### src/rtl/path_meter_pkg.sv
// ---------------------------------------------------------------------------
// path_meter_pkg
// Shared definitions for the path delay meter:
//   - state_e   : controller FSM state encoding
//   - DEF_*     : default values for the counter width and synchronizer depth
//   - sum_width : width of an accumulated sum over a run of trials
// ---------------------------------------------------------------------------
package path_meter_pkg;

   typedef enum logic [2:0] {
      ST_IDLE     = 3'd0,
      ST_SETTLE   = 3'd1,
      ST_LAUNCH_R = 3'd2,
      ST_WAIT_R   = 3'd3,
      ST_LAUNCH_F = 3'd4,
      ST_WAIT_F   = 3'd5,
      ST_NEXT     = 3'd6,
      ST_DONE     = 3'd7
   } state_e;

   localparam int unsigned DEF_CNT_W       = 16;
   localparam int unsigned DEF_SYNC_STAGES = 2;

   // Each count is bounded by the timeout, so log2(trials) extra bits make
   // the accumulated sum overflow-free.
   function automatic int sum_width(input int cnt_w, input int trials);
      return cnt_w + $clog2(trials);
   endfunction

endpackage

### src/rtl/path_sync.sv
// ---------------------------------------------------------------------------
// path_sync
// Multi-flop synchronizer bringing the asynchronous delay-chain output into
// the clk domain.
// Ports:
//   clk    in   clock
//   rst_n  in   asynchronous active-low reset (clears every stage)
//   d_in   in   asynchronous input
//   q_out  out  synchronized output (last stage)
// ---------------------------------------------------------------------------
module path_sync #(
   parameter int unsigned STAGES = 2
) (
   input  logic clk,
   input  logic rst_n,
   input  logic d_in,
   output logic q_out
);

   logic [STAGES-1:0] sync_q;
   logic [STAGES-1:0] sync_d;

   // Next value of the chain: shift the new sample in at bit 0.
   always_comb begin
      sync_d = {sync_q[STAGES-2:0], d_in};
   end

   // Synchronizer flops.
   always_ff @(posedge clk or negedge rst_n) begin
      if (!rst_n) begin
         sync_q <= '0;
      end else begin
         sync_q <= sync_d;
      end
   end

   assign q_out = sync_q[STAGES-1];

endmodule

### src/rtl/path_delay_meter.sv
// ---------------------------------------------------------------------------
// path_delay_meter
// Launch/capture controller around a delay chain under test. For each trial
// it holds the chain input low, launches a rising edge, counts clk cycles
// until the synchronized output follows, then does the same for a falling
// edge. Per-trial and accumulated counts are reported for comparison with a
// golden value.
// Ports:
//   clk          in   clock
//   rst_n        in   asynchronous active-low reset
//   start        in   one-cycle pulse, begins a run (ignored while busy)
//   path_input   out  drives the delay chain input (registered)
//   path_result  in   delay chain output, asynchronous to clk
//   busy         out  high from accepted start until done
//   done         out  one-cycle pulse at end of run
//   timeout_err  out  set for the run if a transition was lost
//   rise_cycles  out  last rise count
//   fall_cycles  out  last fall count
//   rise_sum     out  sum of rise counts over the run
//   fall_sum     out  sum of fall counts over the run
// A count equals the clk edges from the launch edge to the edge where the
// synchronized output first shows the new level, so a zero-delay path reads
// SYNC_STAGES.
// ---------------------------------------------------------------------------
module path_delay_meter
   import path_meter_pkg::*;
#(
   parameter int unsigned CNT_W       = DEF_CNT_W,
   parameter int unsigned TRIALS      = 8,
   parameter int unsigned SYNC_STAGES = DEF_SYNC_STAGES,
   parameter int unsigned SETTLE_CYC  = 64,
   parameter int unsigned TIMEOUT_CYC = 4095
) (
   input  logic                                      clk,
   input  logic                                      rst_n,
   input  logic                                      start,
   output logic                                      path_input,
   input  logic                                      path_result,
   output logic                                      busy,
   output logic                                      done,
   output logic                                      timeout_err,
   output logic [CNT_W-1:0]                          rise_cycles,
   output logic [CNT_W-1:0]                          fall_cycles,
   output logic [sum_width(CNT_W, TRIALS)-1:0]       rise_sum,
   output logic [sum_width(CNT_W, TRIALS)-1:0]       fall_sum
);

   localparam int unsigned SUM_W = sum_width(CNT_W, TRIALS);
   localparam int unsigned IDX_W = $clog2(TRIALS) + 1;
   localparam int unsigned SET_W = $clog2(SETTLE_CYC) + 1;

   localparam logic [CNT_W-1:0] TIMEOUT_V   = CNT_W'(TIMEOUT_CYC);
   localparam logic [SET_W-1:0] SETTLE_LAST = SET_W'(SETTLE_CYC - 1);
   localparam logic [IDX_W-1:0] TRIALS_V    = IDX_W'(TRIALS);

   logic res_s;

   state_e             state_q,       state_d;
   logic [CNT_W-1:0]   cnt_q,         cnt_d;
   logic [SET_W-1:0]   settle_q,      settle_d;
   logic [IDX_W-1:0]   idx_q,         idx_d;
   logic               path_input_q,  path_input_d;
   logic               busy_q,        busy_d;
   logic               done_q,        done_d;
   logic               timeout_err_q, timeout_err_d;
   logic [CNT_W-1:0]   rise_cycles_q, rise_cycles_d;
   logic [CNT_W-1:0]   fall_cycles_q, fall_cycles_d;
   logic [SUM_W-1:0]   rise_sum_q,    rise_sum_d;
   logic [SUM_W-1:0]   fall_sum_q,    fall_sum_d;

   path_sync #(
      .STAGES (SYNC_STAGES)
   ) u_sync (
      .clk   (clk),
      .rst_n (rst_n),
      .d_in  (path_result),
      .q_out (res_s)
   );

   // Next-state and next-output computation for the launch/capture FSM.
   always_comb begin
      state_d       = state_q;
      cnt_d         = cnt_q;
      settle_d      = settle_q;
      idx_d         = idx_q;
      path_input_d  = path_input_q;
      busy_d        = busy_q;
      done_d        = 1'b0;
      timeout_err_d = timeout_err_q;
      rise_cycles_d = rise_cycles_q;
      fall_cycles_d = fall_cycles_q;
      rise_sum_d    = rise_sum_q;
      fall_sum_d    = fall_sum_q;

      case (state_q)
         ST_IDLE: begin
            if (start) begin
               rise_sum_d    = '0;
               fall_sum_d    = '0;
               timeout_err_d = 1'b0;
               idx_d         = '0;
               settle_d      = '0;
               busy_d        = 1'b1;
               state_d       = ST_SETTLE;
            end else begin
               state_d = ST_IDLE;
            end
         end

         ST_SETTLE: begin
            path_input_d = 1'b0;
            if (settle_q == SETTLE_LAST) begin
               // Output already high with input held low: path is stuck or
               // far too slow, so abort without launching.
               if (res_s) begin
                  timeout_err_d = 1'b1;
                  busy_d        = 1'b0;
                  done_d        = 1'b1;
                  state_d       = ST_DONE;
               end else begin
                  state_d = ST_LAUNCH_R;
               end
            end else begin
               settle_d = settle_q + SET_W'(1);
            end
         end

         ST_LAUNCH_R: begin
            path_input_d = 1'b1;
            cnt_d        = '0;
            state_d      = ST_WAIT_R;
         end

         ST_WAIT_R: begin
            if (res_s) begin
               rise_cycles_d = cnt_q;
               rise_sum_d    = rise_sum_q + SUM_W'(cnt_q);
               state_d       = ST_LAUNCH_F;
            end else if (cnt_q == TIMEOUT_V) begin
               rise_cycles_d = TIMEOUT_V;
               timeout_err_d = 1'b1;
               path_input_d  = 1'b0;
               busy_d        = 1'b0;
               done_d        = 1'b1;
               state_d       = ST_DONE;
            end else begin
               cnt_d = cnt_q + CNT_W'(1);
            end
         end

         ST_LAUNCH_F: begin
            path_input_d = 1'b0;
            cnt_d        = '0;
            state_d      = ST_WAIT_F;
         end

         ST_WAIT_F: begin
            if (!res_s) begin
               fall_cycles_d = cnt_q;
               fall_sum_d    = fall_sum_q + SUM_W'(cnt_q);
               state_d       = ST_NEXT;
            end else if (cnt_q == TIMEOUT_V) begin
               fall_cycles_d = TIMEOUT_V;
               timeout_err_d = 1'b1;
               path_input_d  = 1'b0;
               busy_d        = 1'b0;
               done_d        = 1'b1;
               state_d       = ST_DONE;
            end else begin
               cnt_d = cnt_q + CNT_W'(1);
            end
         end

         ST_NEXT: begin
            idx_d = idx_q + IDX_W'(1);
            if ((idx_q + IDX_W'(1)) == TRIALS_V) begin
               busy_d  = 1'b0;
               done_d  = 1'b1;
               state_d = ST_DONE;
            end else begin
               settle_d = '0;
               state_d  = ST_SETTLE;
            end
         end

         ST_DONE: begin
            state_d = ST_IDLE;
         end

         default: begin
            path_input_d = 1'b0;
            busy_d       = 1'b0;
            state_d      = ST_IDLE;
         end
      endcase
   end

   // State and output registers.
   always_ff @(posedge clk or negedge rst_n) begin
      if (!rst_n) begin
         state_q       <= ST_IDLE;
         cnt_q         <= '0;
         settle_q      <= '0;
         idx_q         <= '0;
         path_input_q  <= 1'b0;
         busy_q        <= 1'b0;
         done_q        <= 1'b0;
         timeout_err_q <= 1'b0;
         rise_cycles_q <= '0;
         fall_cycles_q <= '0;
         rise_sum_q    <= '0;
         fall_sum_q    <= '0;
      end else begin
         state_q       <= state_d;
         cnt_q         <= cnt_d;
         settle_q      <= settle_d;
         idx_q         <= idx_d;
         path_input_q  <= path_input_d;
         busy_q        <= busy_d;
         done_q        <= done_d;
         timeout_err_q <= timeout_err_d;
         rise_cycles_q <= rise_cycles_d;
         fall_cycles_q <= fall_cycles_d;
         rise_sum_q    <= rise_sum_d;
         fall_sum_q    <= fall_sum_d;
      end
   end

   assign path_input  = path_input_q;
   assign busy        = busy_q;
   assign done        = done_q;
   assign timeout_err = timeout_err_q;
   assign rise_cycles = rise_cycles_q;
   assign fall_cycles = fall_cycles_q;
   assign rise_sum    = rise_sum_q;
   assign fall_sum    = fall_sum_q;

endmodule

### config.mk
export PLATFORM = sky130hd
export DESIGN_NAME = path_delay_meter
export DESIGN_NICKNAME = d
export VERILOG_FILES = /design/src/rtl/path_meter_pkg.sv /design/src/rtl/path_sync.sv /design/src/rtl/path_delay_meter.sv
export SDC_FILE = /design/constraint.sdc
export NUM_CORES = 1
export LEC_CHECK = 0
export CORE_AREA = 2 2 120 122
export CTS_BUF_LIST = sky130_fd_sc_hd__clkbuf_8
export DETAILED_ROUTE_END_ITERATION = 10
export DIE_AREA = 0 0 122 124
export PLACE_DENSITY = 0.69
export SLEW_MARGIN = 20
export SYNTH_ARGS = -nofsm -noshare
export SYNTH_HDL_FRONTEND = slang
export SYNTH_SLANG_ARGS = --single-unit
### constraint.sdc
create_clock -name clk -period 2.62 [get_ports clk]
set_input_delay 0.524 -clock clk [delete_from_list [all_inputs] [get_ports clk]]
set_output_delay 0.524 -clock clk [all_outputs]
set_load 0.05 [all_outputs]
==> flow_summary_export.csv, run 1 <==
group,metric,value,unit
drt,first_pass_iters,5,
power,static-leakage-power,0.00327,uW
die,core_region_area,13700,um^2
synthesis,postSynthCellCount,630,
critical_path,worst_path_max_delay_cell,"dfrtp_1",
sta,setup_slack,0.131,ns
drt,drc_errors,0,
synthesis,ys_top_cells_by_count,"106 x dfrtp_1, 64 x nand2_1, 56 x o21ai_0",
die,dieHeight,124,um
flow_run,maxCapViolCount,0,
finish,nFillCells,1238,
drt,wirelength,16.4,mm
global_routing,grtUsageTotal,22.4,%
critical_path,cp_max_fo,4,
critical_path,critPathCaptureType,"flip-flop",
sta,slew_violations,0,
synthesis,syn_area,6100,um^2
synthesis,postSynth.asyncResetShare,100,%
drt,num_vias,5260,
synthesis,synth_most_common_cell,"dfrtp_1",
clock_tree,clock_latency,0.40,ns
power,p_switching,3850,uW
synthesis,ys_seq_area_share,43.5,%
die,pin_count,78,
synthesis,synth.largest_area_cell,"dfrtp_1",
sta,setup_tns,0,ns
power,peakVddDrop,0.468,mV
global_routing,grt_start_max_net_pins,45,
power,clock_power_share,14.3,%
clock_tree,h-tree-depth,3,
clock_tree,path_clk_slew,0.11,ns
synthesis,yosys_warnings,0,
power,p_total,7910,uW
power,power_frac_seq,33.4,%
worst_hold_path,min_from,"u_sync.sync_q[0]$_DFF_PN0_",
clock_tree,root_buffer,"clkbuf_8",
power,powerDensity,1070,nW/um^2
synthesis,ys_types,72,
drt,dr.first_iter.drc_count,350,
critical_path,rr_startpoint,"fall_sum[0]$_DFFE_PN0P_",
critical_path,crit_type,"reg2reg",
sta,fin_hold_ws,0.370,ns
power,combPwrFrac,52.3,%
synthesis,syn_nets,672,
clock_tree,cts.path.max_buffers,2,
die,die-area,15100,um^2
finish,fin_cells,903,
sta,setup-violations-final,0,
synthesis,synth_ff_type,"dfrtp_1",
clock_tree,cts.sinks,106,
sta,skew,0.0148,ns
drt,wl_per_cell,18.2,um
drt,via_per_inst,5.83,
finish,antenna_cells,0,
die,rows,43,
synthesis,synth_edf_count,0,
run_status,outcome,"completed",
global_routing,antenna_found_initial,0,
clock_tree,cts_buffers,9,
sta,min_period,2.49,ns
die,start_util,44.5,%
synthesis,synth_seq_cells,106,
synthesis,synth_area_leaders,"dfrtp_1 43%, ha_1 7.4%, o21ai_0 4.6%, nand2_1 3.9%, o22a_1 3.4%",
finish,drive_above_1_share,10.1,%
finish,syn2layout_area_growth,21.8,%
sta,slew_headroom,54.0,%
placed_design,place_ws,-0.0162,ns
synthesis,synth_top_cell_area_share,43.5,%
clock_tree,cts_tree,"yes",
finish,final_net_count,760,
die,die_w,122,um
placed_design,routabilityCongestion,0.918,
power,p_sw_share,48.6,%
critical_path,startpoint_type,"flip-flop",
sta,finalHoldViolations,0,
global_routing,grt_pass1_wl,26.4,mm
critical_path,startpoint,"fall_sum[0]$_DFFE_PN0P_",
placed_design,place_hpwl,12.0,mm
placed_design,io_buffers,77,
synthesis,syn_area_per_cell,9.68,um^2
critical_path,crit_arrival,2.76,ns
placed_design,placed_cells,885,
sta,fmax,402,MHz
drt,antenna_left,0,
global_routing,grt_pass1_vias,5229,
worst_hold_path,hold_class,"reg2reg",
critical_path,cp_cell_sequence,"ha_1 > fa_1 > a21o_1 > a221oi_2 > a211o_1 > a31oi_2 > o21a_1 > xnor2_1 > o21ai_1",
critical_path,cp.required,2.89,ns
sta,worst_slew_pin_slew,0.690,ns
critical_path,slowest_delay,0.41,ns
power,internal-power,4070,uW
global_routing,gr-total-overflow,0,
sta,timing.final.crit_share,95.0,%
## cell type report
type	instances	area, um^2	area share (%)
tap	180	225	3.03
inverter	13	48.8	0.657
multi-input combinational	484	3300	44.4
sequential	106	2660	35.7
clock buffer	10	138	1.85
clock inverter	6	80.1	1.08
timing repair buffer	104	986	13.3
## power groups by stage
stage / Clock (uW) / Combinational (uW) / Sequential [uW]
final: 1130 / 4140 / 2640
after global routing: 1220 / 4430 / 2720
after global placement: 0 / 4050 / 2640
after CTS: 1160 / 4130 / 2640
after detailed placement: 0 / 4120 / 2670
after floorplan: 0 / 1510 / 3910
## metrics by stage
stage                     area (um^2)  util, %
after detailed placement         7150     52.1
after global placement           7150     52.1
final                            7430     54.1
after global routing             7430     54.1
after CTS                        7390     53.9
after floorplan                  6100        -
## sequential cells by signal (all words and copies together) (netlist names)
register       flops
cnt_q             16
rise_sum          19
u_sync.sync_q      2
done               1
idx_q              4
fall_cycles       16
rise_cycles       16
busy               1
settle_q           7
fall_sum          19
state_q            3
path_input         1
timeout_err        1
## layer usage
layer | track usage (%) | up-vias | wire, um
met5 | 0 | - | 0
met1 | 28.7 | 2590 | 7300
li1 | - | 2485 | -
met2 | 38.4 | 150 | 8030
met3 | 2.70 | 35 | 631
met4 | 9.27 | 0 | 454
## logic make-up (layout without fill, tap and decap cells)
group / count (synthesis) / count (layout) / synth area share, %
xor+xnor: 39 / 39 / 5.60
fa+ha+maj: 38 / 38 / 8.04
buf+inv: 40 / 133 / 3.12
compound gates: 202 / 202 / 22.9
flops: 106 / 106 / 43.5
simple gates: 202 / 202 / 16.4
mux: 3 / 3 / 0.513
## path summary, 6_finish.rpt
| check | end | slack (ns) | depth (start not counted) |
|---|---|---|---|
| hold / removal | u_sync.sync_q[1]$_DFF_PN0_ | 0.37 | 0 |
| hold reg to reg | u_sync.sync_q[1]$_DFF_PN0_ | 0.37 | 0 |
| setup / recovery | fall_sum[14]$_DFFE_PN0P_ | 0.13 | 9 |
| max in group asynchronous | settle_q[6]$_DFFE_PN0P_ | 1.50 | 3 |
| setup reg to reg | fall_sum[14]$_DFFE_PN0P_ | 0.13 | 9 |
| min in group asynchronous | fall_sum[13]$_DFFE_PN0P_ | 0.50 | 2 |
## cell usage in the layout (no fill, tap or decap), types with 12 or more instances in the layout
cell and count:
dfrtp_1 104, clkdlybuf4s50_1 76, nand2_1 64, o21ai_0 56, nor2_1 45, ha_1 36, nand3_1 31, a21oi_1 28
buf_4 26, o22a_1 24, xor2_1 22, xnor2_1 17, a22o_1 13, inv_1 12, a21o_1 12
## worst max-delay path, delay by kind of cell, from the launching register on
family | cells | cell delay [ns]
xor+xnor | 1 | 0.14
fa+ha+maj | 2 | 0.65
flops | 1 | 0.41
compound gates | 6 | 1.15
## repair_timing
item | in CTS | in global routing
gates resized for setup | 1 | 6
setup endpoints to repair | 4 | 7
hold buffers | 1 | 0
pin swaps | 1 | 2
setup buffers | 1 | 0
hold endpoints to repair | 10 | 0
Power figures use the tool's default switching activity.
==> inputs of run 2 (changes only) <==
--- a/config.mk
+++ b/config.mk
@@ -10,6 +10,7 @@
 export DETAILED_ROUTE_END_ITERATION = 10
 export DIE_AREA = 0 0 122 124
 export PLACE_DENSITY = 0.69
+export RECOVER_POWER = 50
 export SLEW_MARGIN = 20
 export SYNTH_ARGS = -nofsm -noshare
 export SYNTH_HDL_FRONTEND = slang
==> constraint.sdc (replaced) <==
create_clock -name clk -period 2.15 [get_ports clk]
set_input_delay 0.43 -clock clk [delete_from_list [all_inputs] [get_ports clk]]
set_output_delay 0.43 -clock clk [all_outputs]
set_load 0.05 [all_outputs]
==> flow_summary_export.csv, run 2 (synthesis gave the netlist of run 1 again) <==
group,metric,value,unit
sta,fmax,416,MHz
finish,antenna_cells,0,
sta,slew_violations,0,
worst_hold_path,min_from,"u_sync.sync_q[0]$_DFF_PN0_",
global_routing,grtUsageTotal,23.3,%
worst_hold_path,hold_class,"reg2reg",
critical_path,r2r_end,"fall_sum[18]$_DFFE_PN0P_",
die,dieHeight,124,um
drt,num_vias,5673,
drt,via_per_inst,5.74,
worst_hold_path,min_to,"u_sync.sync_q[1]$_DFF_PN0_",
power,clock_power_share,12.8,%
critical_path,rr_startpoint,"cnt_q[0]$_DFFE_PN0P_",
clock_tree,root_buffer,"clkbuf_8",
clock_tree,cts.sinks,106,
global_routing,grt_pass1_vias,5519,
critical_path,crit_arrival,2.71,ns
critical_path,rr_worst_depth,8,
drt,wl_per_cell,17.9,um
global_routing,grt_util_met1,28.6,%
critical_path,cp.required,2.46,ns
critical_path,cp_max_fo,4,
drt,antenna_left,0,
sta,worst_slew_pin_slew,0.743,ns
global_routing,grt_use_met2,41.2,%
placed_design,placed_cells,945,
finish,mostFrequentLayoutCells,"96 x buf_4, 89 x dfrtp_1, 69 x clkdlybuf4s50_1",
finish,final_net_count,846,
finish,layout_commonest_cell,"buf_4",
die,rows,43,
drt,drc_errors,0,
global_routing,grt_use_met3,4.08,%
global_routing,grt_start_max_net_pins,49,
worst_hold_path,min_path_cells,0,
drt,first_pass_iters,5,
sta,fin_hold_ws,0.365,ns
sta,min_period,2.40,ns
sta,timing.final.crit_share,112,%
placed_design,place_ws,-0.161,ns
clock_tree,cts_tree,"yes",
die,pin_count,78,
die,start_util,44.5,%
sta,skew,0.0120,ns
placed_design,place_hpwl,12.4,mm
clock_tree,clock_latency,0.39,ns
power,powerDensity,1210,nW/um^2
drt,wirelength,17.8,mm
global_routing,grt_pass1_wl,27.5,mm
global_routing,gr-total-overflow,0,
flow_run,maxCapViolCount,0,
sta,setup-violations-final,63,
critical_path,critPathCaptureType,"flip-flop",
clock_tree,cts_buffers,9,
power,p_switching,4930,uW
critical_path,crit_type,"reg2reg",
sta,slew_headroom,50.5,%
finish,seq_area,2670,um^2
sta,finalHoldViolations,0,
run_status,outcome,"finished, violations left",
clock_tree,path_clk_slew,0.11,ns
global_routing,grt_busiest_layer,"met2",
power,static-leakage-power,0.00376,uW
critical_path,r2r_setup_slack,-0.25,ns
drt,dr.first_iter.drc_count,332,
power,peakVddDrop,0.539,mV
power,p_sw_share,47.6,%
sta,setup_slack,-0.252,ns
run_status,failed_checks,"negative setup slack",
finish,fin_cells,989,
die,die_w,122,um
clock_tree,h-tree-depth,3,
finish,nFillCells,1108,
die,die-area,15100,um^2
placed_design,routabilityCongestion,0.880,
power,internal-power,5420,uW
placed_design,io_buffers,77,
die,core_region_area,13700,um^2
finish,syn2layout_area_growth,40.7,%
clock_tree,cts.path.max_buffers,2,
critical_path,startpoint_type,"flip-flop",
power,power_frac_seq,31.0,%
finish,multi_input_area,3700,um^2
finish,drive_above_1_share,27.8,%
power,combPwrFrac,56.3,%
sta,rsz0062_at_grt,"true",
global_routing,antenna_found_initial,0,
sta,setup_tns,-4.91,ns
==> run 2: cell types whose count changed in the layout (fill, tap and decap cells not counted), sizes merged <==
cell | before | now
buf | 27 | 111
dlygate4sd2 | 0 | 4
dlymetal6s2s | 0 | 2
clkdlybuf4s50 | 76 | 69
clkinv | 1 | 3
clkbuf | 10 | 11
inv | 16 | 15
dlygate4sd3 | 1 | 2
==> run 2: area by class of cell <==
class / count / area share [%]
clock buffers: 9 / 1.44
clock inverters: 7 / 1.01
flip-flops and latches: 106 / 31.2
multi-input cells: 484 / 43.1
inverters: 13 / 0.569
well taps: 180 / 2.62
repair buffers: 190 / 20.1
==> run 2: critical path, stage by stage, from the launching register on <==
cell	delay [ns]
dfrtp_2	0.48
ha_4	0.19
fa_2	0.34
a21o_1	0.20
a221oi_2	0.28
a211o_1	0.24
a31oi_4	0.13
o211ai_1	0.23
mux2i_1	0.22
==> run 2: worst max path at each step <==
stage,from,cells after the start,slack (ns),to
global placement,cnt_q[0]$_DFFE_PN0P_,9,-0.13,fall_sum[14]$_DFFE_PN0P_
global route,cnt_q[0]$_DFFE_PN0P_,8,-0.32,fall_sum[18]$_DFFE_PN0P_
finish,cnt_q[0]$_DFFE_PN0P_,8,-0.25,fall_sum[18]$_DFFE_PN0P_
detailed placement,cnt_q[0]$_DFFE_PN0P_,9,-0.16,rise_sum[12]$_DFFE_PN0P_
floorplan,fall_sum[0]$_DFFE_PN0P_,9,-0.17,fall_sum[14]$_DFFE_PN0P_
CTS,cnt_q[0]$_DFFE_PN0P_,9,-0.17,rise_sum[18]$_DFFE_PN0P_
==> run 2: per-layer routing <==
layer / routed length (um) / part of all wire (%)
met1: 7190 / 40
met2: 9390 / 53
met3: 679 / 3.8
met4: 496 / 2.8
met5: 0 / 0
==> run 2: metrics by stage <==
step | power [uW] | cell area [um^2] | utilization (%)
6_report | 10400 | 8580 | 62.6
3_3_place_gp | 8580 | 7830 | 57.1
4_1_cts | 10200 | 8270 | 60.3
3_5_place_dp | 8750 | 7830 | 57.1
5_1_grt | 10900 | 8580 | 62.6
2_1_floorplan | 6730 | 6280 | -
==> run 2: power by group through the flow <==
| stage | Combinational (uW) | Clock (uW) | Sequential [uW] |
|---|---|---|---|
| finish | 5830 | 1320 | 3210 |
| global route | 6220 | 1450 | 3280 |
| CTS | 5610 | 1360 | 3200 |
| detailed placement | 5500 | 0 | 3240 |
| global placement | 5380 | 0 | 3210 |
| floorplan | 1900 | 0 | 4820 |
==> run 2: repair_timing <==
item / CTS / global route
endpoints found under the hold margin: 28 / 0
cloned: 1 / 0
hold buffers: 1 / 0
endpoints found under the setup margin: 72 / 82
pin swaps: 26 / 61
resized for setup: 28 / 57
setup buffers: 15 / 15
==> inputs of run 3 (changes only) <==
--- a/config.mk
+++ b/config.mk
@@ -11,7 +11,7 @@
 export DIE_AREA = 0 0 122 124
 export PLACE_DENSITY = 0.69
 export RECOVER_POWER = 50
-export SLEW_MARGIN = 20
+export SETUP_SLACK_MARGIN = 0.2
 export SYNTH_ARGS = -nofsm -noshare
 export SYNTH_HDL_FRONTEND = slang
 export SYNTH_SLANG_ARGS = --single-unit
==> flow_summary_export.csv, run 3 (synthesis gave the netlist of run 1 again) <==
group,metric,value,unit
run_status,outcome,"finished, violations left",
run_status,failed_checks,"negative setup slack",
sta,fmax,420,MHz
flow_run,maxCapViolCount,0,
critical_path,crit_type,"reg2reg",
sta,fin_hold_ws,0.361,ns
clock_tree,cts_tree,"yes",
drt,drc_errors,0,
global_routing,grt_start_max_net_pins,44,
critical_path,r2r_setup_slack,-0.23,ns
sta,slew_headroom,49.1,%
die,pin_count,78,
drt,dr.first_iter.drc_count,435,
critical_path,r2r_end,"fall_sum[14]$_DFFE_PN0P_",
die,rows,43,
die,core_region_area,13700,um^2
drt,wl_per_cell,18.0,um
finish,multi_input_area,3700,um^2
finish,drive_above_1_share,27.5,%
sta,min_period,2.38,ns
clock_tree,cts.sinks,106,
clock_tree,clock_latency,0.40,ns
die,die_w,122,um
drt,antenna_left,0,
finish,mostFrequentLayoutCells,"83 x dfrtp_1, 79 x buf_4, 74 x dlygate4sd2_1",
drt,wirelength,17.6,mm
critical_path,cp.required,2.42,ns
drt,via_per_inst,5.69,
clock_tree,cts_buffers,9,
critical_path,startpoint_type,"flip-flop",
power,peakVddDrop,0.538,mV
placed_design,routabilityCongestion,0.915,
sta,rsz0062_at_grt,"true",
global_routing,antenna_found_initial,0,
clock_tree,root_buffer,"clkbuf_8",
global_routing,grtUsageTotal,23.7,%
global_routing,grt_pass1_wl,27.8,mm
die,dieHeight,124,um
sta,timing.final.crit_share,111,%
worst_hold_path,min_to,"u_sync.sync_q[1]$_DFF_PN0_",
finish,final_net_count,834,
critical_path,cp_max_fo,4,
power,powerDensity,1180,nW/um^2
sta,skew,0.0199,ns
sta,finalHoldViolations,0,
clock_tree,h-tree-depth,3,
sta,worst_slew_pin_slew,0.763,ns
finish,nFillCells,1142,
global_routing,gr-total-overflow,0,
placed_design,place_hpwl,12.3,mm
placed_design,place_ws,-0.225,ns
power,p_total,9890,uW
finish,seq_area,2680,um^2
critical_path,critPathCaptureType,"flip-flop",
power,static-leakage-power,0.00391,uW
sta,setup_slack,-0.228,ns
worst_hold_path,min_from,"u_sync.sync_q[0]$_DFF_PN0_",
finish,layout_commonest_cell,"dfrtp_1",
placed_design,io_buffers,77,
sta,setup-violations-final,67,
die,start_util,44.5,%
critical_path,crit_arrival,2.65,ns
sta,slew_violations,0,
finish,antenna_cells,0,
finish,layout.core_utilization,61.2,%
critical_path,rr_worst_depth,9,
clock_tree,path_clk_slew,0.11,ns
clock_tree,cts.path.max_buffers,2,
worst_hold_path,min_path_cells,0,
drt,first_pass_iters,5,
global_routing,grt_pass1_vias,5556,
critical_path,rr_startpoint,"cnt_q[0]$_DFFE_PN0P_",
die,die-area,15100,um^2
worst_hold_path,hold_class,"reg2reg",
drt,num_vias,5558,
finish,syn2layout_area_growth,37.7,%
run 3: cell types whose count changed in the layout (fill, tap and decap cells not counted), moves of 3 or more:
cell / change
buf_12: -3
buf_4: -17
buf_6: +8
clkdlybuf4s50_1: -68
dfrtp_1: -6
dfrtp_2: +6
dlygate4sd2_1: +70
nand2_1: +3
nand2_2: -4
o21ai_0: +3
run 3: how the worst max path moves through the flow:
| stage | cells past startpoint | slack [ns] | startpoint | endpoint |
|---|---|---|---|---|
| floorplan | 9 | -0.17 | fall_sum[0]$_DFFE_PN0P_ | fall_sum[14]$_DFFE_PN0P_ |
| global placement | 9 | -0.15 | cnt_q[0]$_DFFE_PN0P_ | fall_sum[14]$_DFFE_PN0P_ |
| detailed placement | 9 | -0.22 | cnt_q[0]$_DFFE_PN0P_ | fall_sum[14]$_DFFE_PN0P_ |
| CTS | 9 | -0.23 | cnt_q[0]$_DFFE_PN0P_ | fall_sum[14]$_DFFE_PN0P_ |
| global route | 9 | -0.33 | cnt_q[0]$_DFFE_PN0P_ | fall_sum[14]$_DFFE_PN0P_ |
| finish | 9 | -0.23 | cnt_q[0]$_DFFE_PN0P_ | fall_sum[14]$_DFFE_PN0P_ |
run 3: critical path, stage by stage (launching register included):
cell      delay (ns)
dfrtp_2         0.46
ha_4            0.18
fa_2            0.33
a21o_1          0.19
a221oi_2        0.28
a211o_1         0.24
a31oi_4         0.13
o21a_1          0.21
xnor2_1         0.15
o21ai_1         0.07
run 3: what timing repair did:
action | in CTS | in global routing
pin swaps | 39 | 22
resized for setup | 99 | 47
hold endpoints to repair | 27 | 0
setup buffers | 19 | 5
gates cloned | 1 | 0
hold buffers | 1 | 0
endpoints found under the setup margin | 153 | 88
run 3: layout make-up:
cell class / count / area share [%]
multi-input cells: 484 / 44.1
inverters: 13 / 0.626
clock inverters: 6 / 0.775
flip-flops and latches: 106 / 31.9
repair buffers: 178 / 18.3
clock buffers: 10 / 1.64
well taps: 180 / 2.68
run 3: metrics by stage:
step           setup TNS, ns  cells  area (um^2)
2_1_floorplan          -1.13    630         6340
3_3_place_gp           -1.42    935         7790
3_5_place_dp           -2.93    935         7790
4_1_cts                -5.23    972         8180
5_1_grt               -11.74    977         8400
6_report               -5.06    977         8400
run 3: routing by layer:
| layer | up-vias | track usage (%) | part of all wire [%] |
|---|---|---|---|
| li1 | 2633 | - | - |
| met2 | 130 | 41.5 | 52 |
| met4 | 0 | 8.84 | 1.9 |
| met1 | 2772 | 29.9 | 42 |
| met5 | - | 0 | 0 |
| met3 | 23 | 3.21 | 3.5 |
run 3: power breakdown:
part           total [uW]  switching (uW)  internal, uW  leakage (uW)
sequential           3210             598          2620       0.00136
combinational        5370            3510          1860       0.00245
clock                1300             731           573      0.000103
total                9890            4840          5050       0.00391
